`src/rtl/fetch_queue.sv`:
```
// Fetch-to-decode decoupling FIFO holding {pc, instr, misaligned} entries.
// First-word-fall-through head, valid/ready on both sides, synchronous flush on redirect.
module fetch_queue #(
    parameter int DEPTH      = 4,
    parameter int ADDR_WIDTH = 32,
    parameter int DATA_WIDTH = 32
) (
    input  logic                         clk_i,
    input  logic                         rst_i,
    input  logic                         flush_i,
    input  logic                         valid_i,
    output logic                         ready_o,
    input  logic [ADDR_WIDTH-1:0]        pc_i,
    input  logic [DATA_WIDTH-1:0]        instr_i,
    output logic                         valid_o,
    input  logic                         ready_i,
    output logic [ADDR_WIDTH-1:0]        pc_o,
    output logic [DATA_WIDTH-1:0]        instr_o,
    output logic                         misaligned_o,
    output logic [$clog2(DEPTH+1)-1:0]   count_o
);

    localparam int PTR_W = $clog2(DEPTH);
    localparam int CNT_W = $clog2(DEPTH + 1);
    localparam logic [PTR_W-1:0] PTR_ONE = PTR_W'(1);
    localparam logic [CNT_W-1:0] CNT_ONE = CNT_W'(1);
    localparam logic [CNT_W-1:0] CNT_MAX = CNT_W'(DEPTH);

    logic [ADDR_WIDTH-1:0] r_pc_mem    [DEPTH];
    logic [DATA_WIDTH-1:0] r_instr_mem [DEPTH];
    logic                  r_mis_mem   [DEPTH];

    logic [PTR_W-1:0] r_wptr;
    logic [PTR_W-1:0] r_rptr;
    logic [CNT_W-1:0] r_count;

    logic w_ready;
    logic w_valid;
    logic w_push;
    logic w_pop;

    assign w_ready = (r_count != CNT_MAX);
    assign w_valid = (r_count != '0);
    assign w_push  = valid_i & w_ready & ~flush_i;
    assign w_pop   = w_valid & ready_i & ~flush_i;

    assign ready_o = w_ready;
    assign valid_o = w_valid;
    assign count_o = r_count;

    // Head fields are forced to zero while empty so the unreset storage never leaks out.
    assign pc_o         = w_valid ? r_pc_mem[r_rptr]    : '0;
    assign instr_o      = w_valid ? r_instr_mem[r_rptr] : '0;
    assign misaligned_o = w_valid ? r_mis_mem[r_rptr]   : 1'b0;

    always_ff @(posedge clk_i) begin
        if (w_push) begin
            r_pc_mem[r_wptr]    <= pc_i;
            r_instr_mem[r_wptr] <= instr_i;
            r_mis_mem[r_wptr]   <= (pc_i[1:0] != 2'b00);
        end
    end

    always_ff @(posedge clk_i or posedge rst_i) begin
        if (rst_i) begin
            r_wptr  <= '0;
            r_rptr  <= '0;
            r_count <= '0;
        end else if (flush_i) begin
            r_wptr  <= '0;
            r_rptr  <= '0;
            r_count <= '0;
        end else begin
            if (w_push) r_wptr <= r_wptr + PTR_ONE;
            if (w_pop)  r_rptr <= r_rptr + PTR_ONE;
            case ({w_push, w_pop})
                2'b10:   r_count <= r_count + CNT_ONE;
                2'b01:   r_count <= r_count - CNT_ONE;
                default: r_count <= r_count;
            endcase
        end
    end

endmodule

```
`config.mk`:
```
export PLATFORM = sky130hd
export DESIGN_NAME = fetch_queue
export DESIGN_NICKNAME = d
export VERILOG_FILES = /design/src/rtl/fetch_queue.sv
export SDC_FILE = /design/constraint.sdc
export NUM_CORES = 1
export LEC_CHECK = 0
export ABC_CLOCK_PERIOD_IN_PS = 2900
export CAP_MARGIN = 20
export CELL_PAD_IN_SITES_DETAIL_PLACEMENT = 0
export CELL_PAD_IN_SITES_GLOBAL_PLACEMENT = 1
export CORE_MARGIN = 3
export CORE_UTILIZATION = 38
export CTS_CLUSTER_DIAMETER = 60
export DETAILED_ROUTE_END_ITERATION = 10
export GPL_ROUTABILITY_DRIVEN = 0
export GPL_TIMING_DRIVEN = 0
export HOLD_SLACK_MARGIN = 0.15
export PLACE_DENSITY_LB_ADDON = 0.25
export SYNTH_ARGS = -nofsm -noshare
export SYNTH_HDL_FRONTEND = slang
export SYNTH_SLANG_ARGS = --single-unit
```
`constraint.sdc`:
```
create_clock -name clk_i -period 2.9 [get_ports clk_i]
set_input_delay 0.29 -clock clk_i [delete_from_list [all_inputs] [get_ports clk_i]]
set_output_delay 0.29 -clock clk_i [all_outputs]
set_load 0.01 [all_outputs]
```
# == Word-level counts from Yosys, hierarchy flattened ==
# Memories as Yosys holds them, arrays and structs flattened.
# Cells that the tools add are included.
# op_classes
add_sub_neg,4
eq_ne,3
muxes,11
bitwise_logic,5
n_reduce_logical,5
# ops
cell,count
2-to-1 mux 32 bit,2
2-to-1 mux 2 bit,4
one-hot mux 3 bit (2 select lines),1
nonzero test 2 bit,3
nonzero test 3 bit,2
"adder 2 x 1 -> 2 bit, second input constant",2
AND 1 bit,4
"adder 3 x 1 -> 3 bit, second input constant",1
2-to-1 mux 1 bit,3
2-to-1 mux 3 bit,1
"inequality test 3 bit, second input constant",1
"subtractor 3 x 1 -> 3 bit, second input constant",1
"== test 2 x 1 -> 1 bit, second input constant",1
"== test 2 bit, second input constant",1
inverter 1 bit,1
# word_totals
register_bits,7
ramBits,260
inputBits,69
out_inout_bits,70
wordCells,34
mem_count,3
# mem_list
name,depth,width,rd,rd_clocked_by_memory_dff,wr,line,text
r_instr_mem,4,32,1,0,1,30,logic [DATA_WIDTH-1:0] r_instr_mem [DEPTH];
r_pc_mem,4,32,1,0,1,29,logic [ADDR_WIDTH-1:0] r_pc_mem [DEPTH];
r_mis_mem,4,1,1,0,1,31,logic r_mis_mem [DEPTH];

# == Longest topological paths before layout ==
# depth
word_depth,6
ltp_mapped,8
depth_no_buf,7

# == Worst setup path after synthesis ==
# No wires, ideal clock.
# synth_timing
path_type,reg-to-reg
startpoint,"register r_count[2], in the netlist count_o[2]"
endpoint,memory r_instr_mem[2][0] (enable)
setup_time_ps,430
arrival_time_ps,2518
required_time_ps,2470
slack_ps,-48
path_stages_with_launch,5
path_buffers,1
period_less_slack_ps,2948
path_cell_list,dfrtp_1 -> buf_2 -> nor3b_1 -> nor3_1 -> and2_1
# synth_via
elab_chain_len,5
# synth_lines
item,line,text
"start, declared",35,logic [CNT_W-1:0] r_count;
"start signal, assigned",77,2'b10: r_count <= r_count + CNT_ONE;
"start signal, assigned",78,2'b01: r_count <= r_count - CNT_ONE;
"start signal, assigned",79,default: r_count <= r_count;
inequality test 3 bit,42,assign w_ready = (r_count != CNT_MAX);
AND 1 bit (2 in a row),44,assign w_push = valid_i & w_ready & ~flush_i;
2-to-1 mux 1 bit,57,if (w_push) begin
2-to-1 mux 1 bit (implied by the code),59,r_instr_mem[r_wptr] <= instr_i;
"end, declared",30,
# Every way passes these cells.

# == Worst setup path in the final report ==
# layout_timing
startpoint,"register r_count[1], in the netlist count_o[1]"
endpoint,output instr_o[16]
# layout_via
elab_chain_len,2
# layout_lines
item,line,text
nonzero test 3 bit,43,assign w_valid = (r_count != '0);
2-to-1 mux 32 bit,53,assign instr_o = w_valid ? r_instr_mem[r_rptr] : '0;
"end, declared",18,"output logic [DATA_WIDTH-1:0] instr_o,"
# Every way passes these cells.

==> run metrics <==
Peak VDD IR 0.403 mV; total power of the final layout 9.47 mW; number of routed nets with antenna violations 0; pwr dens 704 nW/um^2; total wire length after detailed routing 20500 um; maximum root-to-sink buffer count 3; register area share after synthesis 0.767; Floorplan Core Area 26500 sq um; final setup violation count 0; transition time at the pin with the least slew margin 0.500 ns; synthesized-area fraction occupied by xor and xnor cells 0.00252; TritonCTS clock tree built; cell row count 59; detail-routed via count per cell 5.09; clock period minus worst slack 2.81 ns; number of ports placed on the die boundary 139; min setup slack post-route 0.0940 ns; worst path required time 2.61 ns; master cell of the clock root buffer sky130_fd_sc_hd__clkbuf_16; FFs w/ async S/R, synth 0.0262; H-tree level count 1; synthesized flop and latch total 267; first-pass GRT wire length 31700 um; largest family of logic cells by synthesized area multiplexers; summed instance area of the synthesized netlist 10400 sq um; number of cells in the design after placement 955; prevailing post-synth register cell sky130_fd_sc_hd__edfxtp_1; initial antenna violation count 1; drt pass-1 iters 4; compound-cell area share of the yosys netlist 0.00973; number of inserted diodes 0; Final Hold Fails 0; number of global-route vias before repair 5550; crit share post-route 0.968; die outline width 172 um; clock slew at the register clock pins of the worst setup and hold paths 0.06 ns; Final Non-Filler Cells 1011; share of synthesized cell area in full adder, half adder and majority cells 0.00673; type of origin of the critical path flip-flop; Syn Area/Cell 21.7 sq um; synthesized netlist cell count 479; sum of net half-perimeters after detailed placement 12300 um; max-slew violation total from the final report 0; number of distinct library cells after synthesis 33; share of the core filled with cells in the final layout 0.507; count of synthesis-stage warnings from yosys 0; worst setup slack after placement -0.107 ns; number of synthesized flops with an enable pin 260; Mapped Nets 553; multiplexer fraction of the synthesized cell area 0.142; classification of the worst setup path flip-flop to primary output; type of the most critical hold path primary input to flip-flop; total of max-cap violations 0; global route total overflow 0; drt first-iter violations 260; run status finished clean; DRC violation count after routing 0; overall die area 29400 sq um; TritonCTS Buffers 30; starting utilization of the core area 0.393; share of synthesized cell area in and, or, nand and nor gates 0.0513; # fillers 2183; Clock Sinks 267; element type at the critical path end primary output; via count 5141; worst clock skew 0.00602 ns; Net count, final 729; average wire per standard cell 20.3 um; overall routing resource usage 0.141; number of port buffers 137; Fmax achieved 0.356 GHz; Syn-to-layout area delta 29.1%; maximum number of pins on one net before global-route repair 53; worst slew margin relative to its limit 0.664; leakage dissipation 4.63 nW; insertion delay of the later-clocked pin in the worst-skew pair 0.53 ns; biggest fanout along the worst timing path 10; RSZ-0062 raised after global routing false; fraction of final layout cells sized beyond drive strength 1 0.214; die height 172 um; signal arrival time at the worst endpoint 2.52 ns
worst max-delay path, cell delays in order, from the launching register on:
cell and delay (ns):
sky130_fd_sc_hd__dfrtp_1 0.40, sky130_fd_sc_hd__buf_2 0.18, sky130_fd_sc_hd__or3_4 0.42, sky130_fd_sc_hd__clkbuf_8 0.19
sky130_fd_sc_hd__clkbuf_8 0.17, sky130_fd_sc_hd__and2_1 0.15, sky130_fd_sc_hd__clkdlybuf4s50_1 0.48
synthesized netlist by cell type (all sizes together) (3+ instances only):
cell type / n / share of area
edfxtp: 260 / 0.75
and2: 70 / 0.042
mux4: 65 / 0.14
buf: 17 / 0.015
clkbuf: 11 / 0.0040
inv: 8 / 0.0029
dfrtp: 7 / 0.017
a21oi: 4 / 0.0019
ha: 4 / 0.0048
nand3: 4 / 0.0019
nor2: 3 / 0.0011
through the flow:
step                      TNS [ns]  instance area [sq um]  hold slack, ns
after global routing             0                  13400           0.380
final                            0                  13400           0.392
after CTS                        0                  13400           0.359
after global placement     -180.70                  12200           0.545
after floorplan                  0                  10400          0.0934
after detailed placement    -11.24                  12300           0.563
power by group:
group / internal (mW) / switching, mW / total, mW / leakage (nW)
Sequential: 4.35 / 0.0287 / 4.38 / 2.45
Combinational: 0.684 / 0.544 / 1.23 / 1.67
Clock: 2.46 / 1.40 / 3.86 / 0.498
Total: 7.50 / 1.97 / 9.47 / 4.63
state kept, by name (all words and copies together), names as in the netlist:
name,count
r_mis_mem,4
r_rptr,2
r_wptr,2
r_instr_mem,128
r_pc_mem,128
count_o,3
layout make-up:
class / instances / area [sq um] / area share
Buffer: 27 / 238 / 0.0177
Clock buffer: 37 / 798 / 0.0594
Clock inverter: 16 / 226 / 0.0168
Inverter: 8 / 30.0 / 0.00223
Multi-Input combinational cell: 176 / 2220 / 0.165
Sequential cell: 267 / 7980 / 0.594
Tap cell: 335 / 419 / 0.0312
Timing Repair Buffer: 145 / 1540 / 0.114
worst paths after layout:
path / startpoint / cells after the start / slack (ns) / endpoint
min: pc_i[23] / 1 / 0.39 / r_pc_mem[1][23]$_DFFE_PP_
max reg2reg: count_o[2]$_DFFE_PP0P_ / 5 / 0.54 / r_pc_mem[3][22]$_DFFE_PP_
min in group asynchronous: rst_i / 3 / 0.58 / count_o[1]$_DFFE_PP0P_
max: count_o[1]$_DFFE_PP0P_ / 6 / 0.09 / instr_o[16]
min reg2reg: r_wptr[0]$_DFFE_PP0P_ / 2 / 0.62 / r_wptr[0]$_DFFE_PP0P_
max in group asynchronous: rst_i / 3 / 2.08 / count_o[0]$_DFFE_PP0P_
repair_timing:
| item | 4_1_cts | 5_1_grt |
|---|---|---|
| setup endpoints to repair | 46 | 45 |
| gates resized for setup | 28 | 27 |
| hold buffers | 2 | 0 |
| gates cloned | 0 | 0 |
| buffers inserted | 0 | 2 |
| endpoints found under the hold margin | 11 | 0 |
routing by layer:
metal	vias to the layer above	track usage	part of all wire	routed length [um]
met5	-	0	0.00063	13
met4	2	0.0336	0.016	335
met3	25	0.0285	0.050	1030
met2	135	0.237	0.49	10100
met1	2689	0.191	0.44	9010
li1	2290	-	-	-
kinds of logic (layout without fill, tap and decap cells):
group,Yosys count,in the layout
fa+ha+maj,5,5
simple gates,87,87
mux,66,66
buf+inv,36,233
xor+xnor,3,3
compound gates,15,15
flops,267,267
layout by cell type (no fill, tap or decap), types with 7 or more instances in the layout:
| master | count |
|---|---|
| sky130_fd_sc_hd__clkbuf_1 | 8 |
| sky130_fd_sc_hd__mux4_2 | 65 |
| sky130_fd_sc_hd__inv_1 | 8 |
| sky130_fd_sc_hd__edfxtp_1 | 260 |
| sky130_fd_sc_hd__dlymetal6s2s_1 | 15 |
| sky130_fd_sc_hd__clkbuf_16 | 31 |
| sky130_fd_sc_hd__clkdlybuf4s50_1 | 108 |
| sky130_fd_sc_hd__and2_1 | 66 |
| sky130_fd_sc_hd__dfrtp_1 | 7 |
| sky130_fd_sc_hd__dlygate4sd2_1 | 14 |
Note: power is estimated with default switching activity, not from simulation.
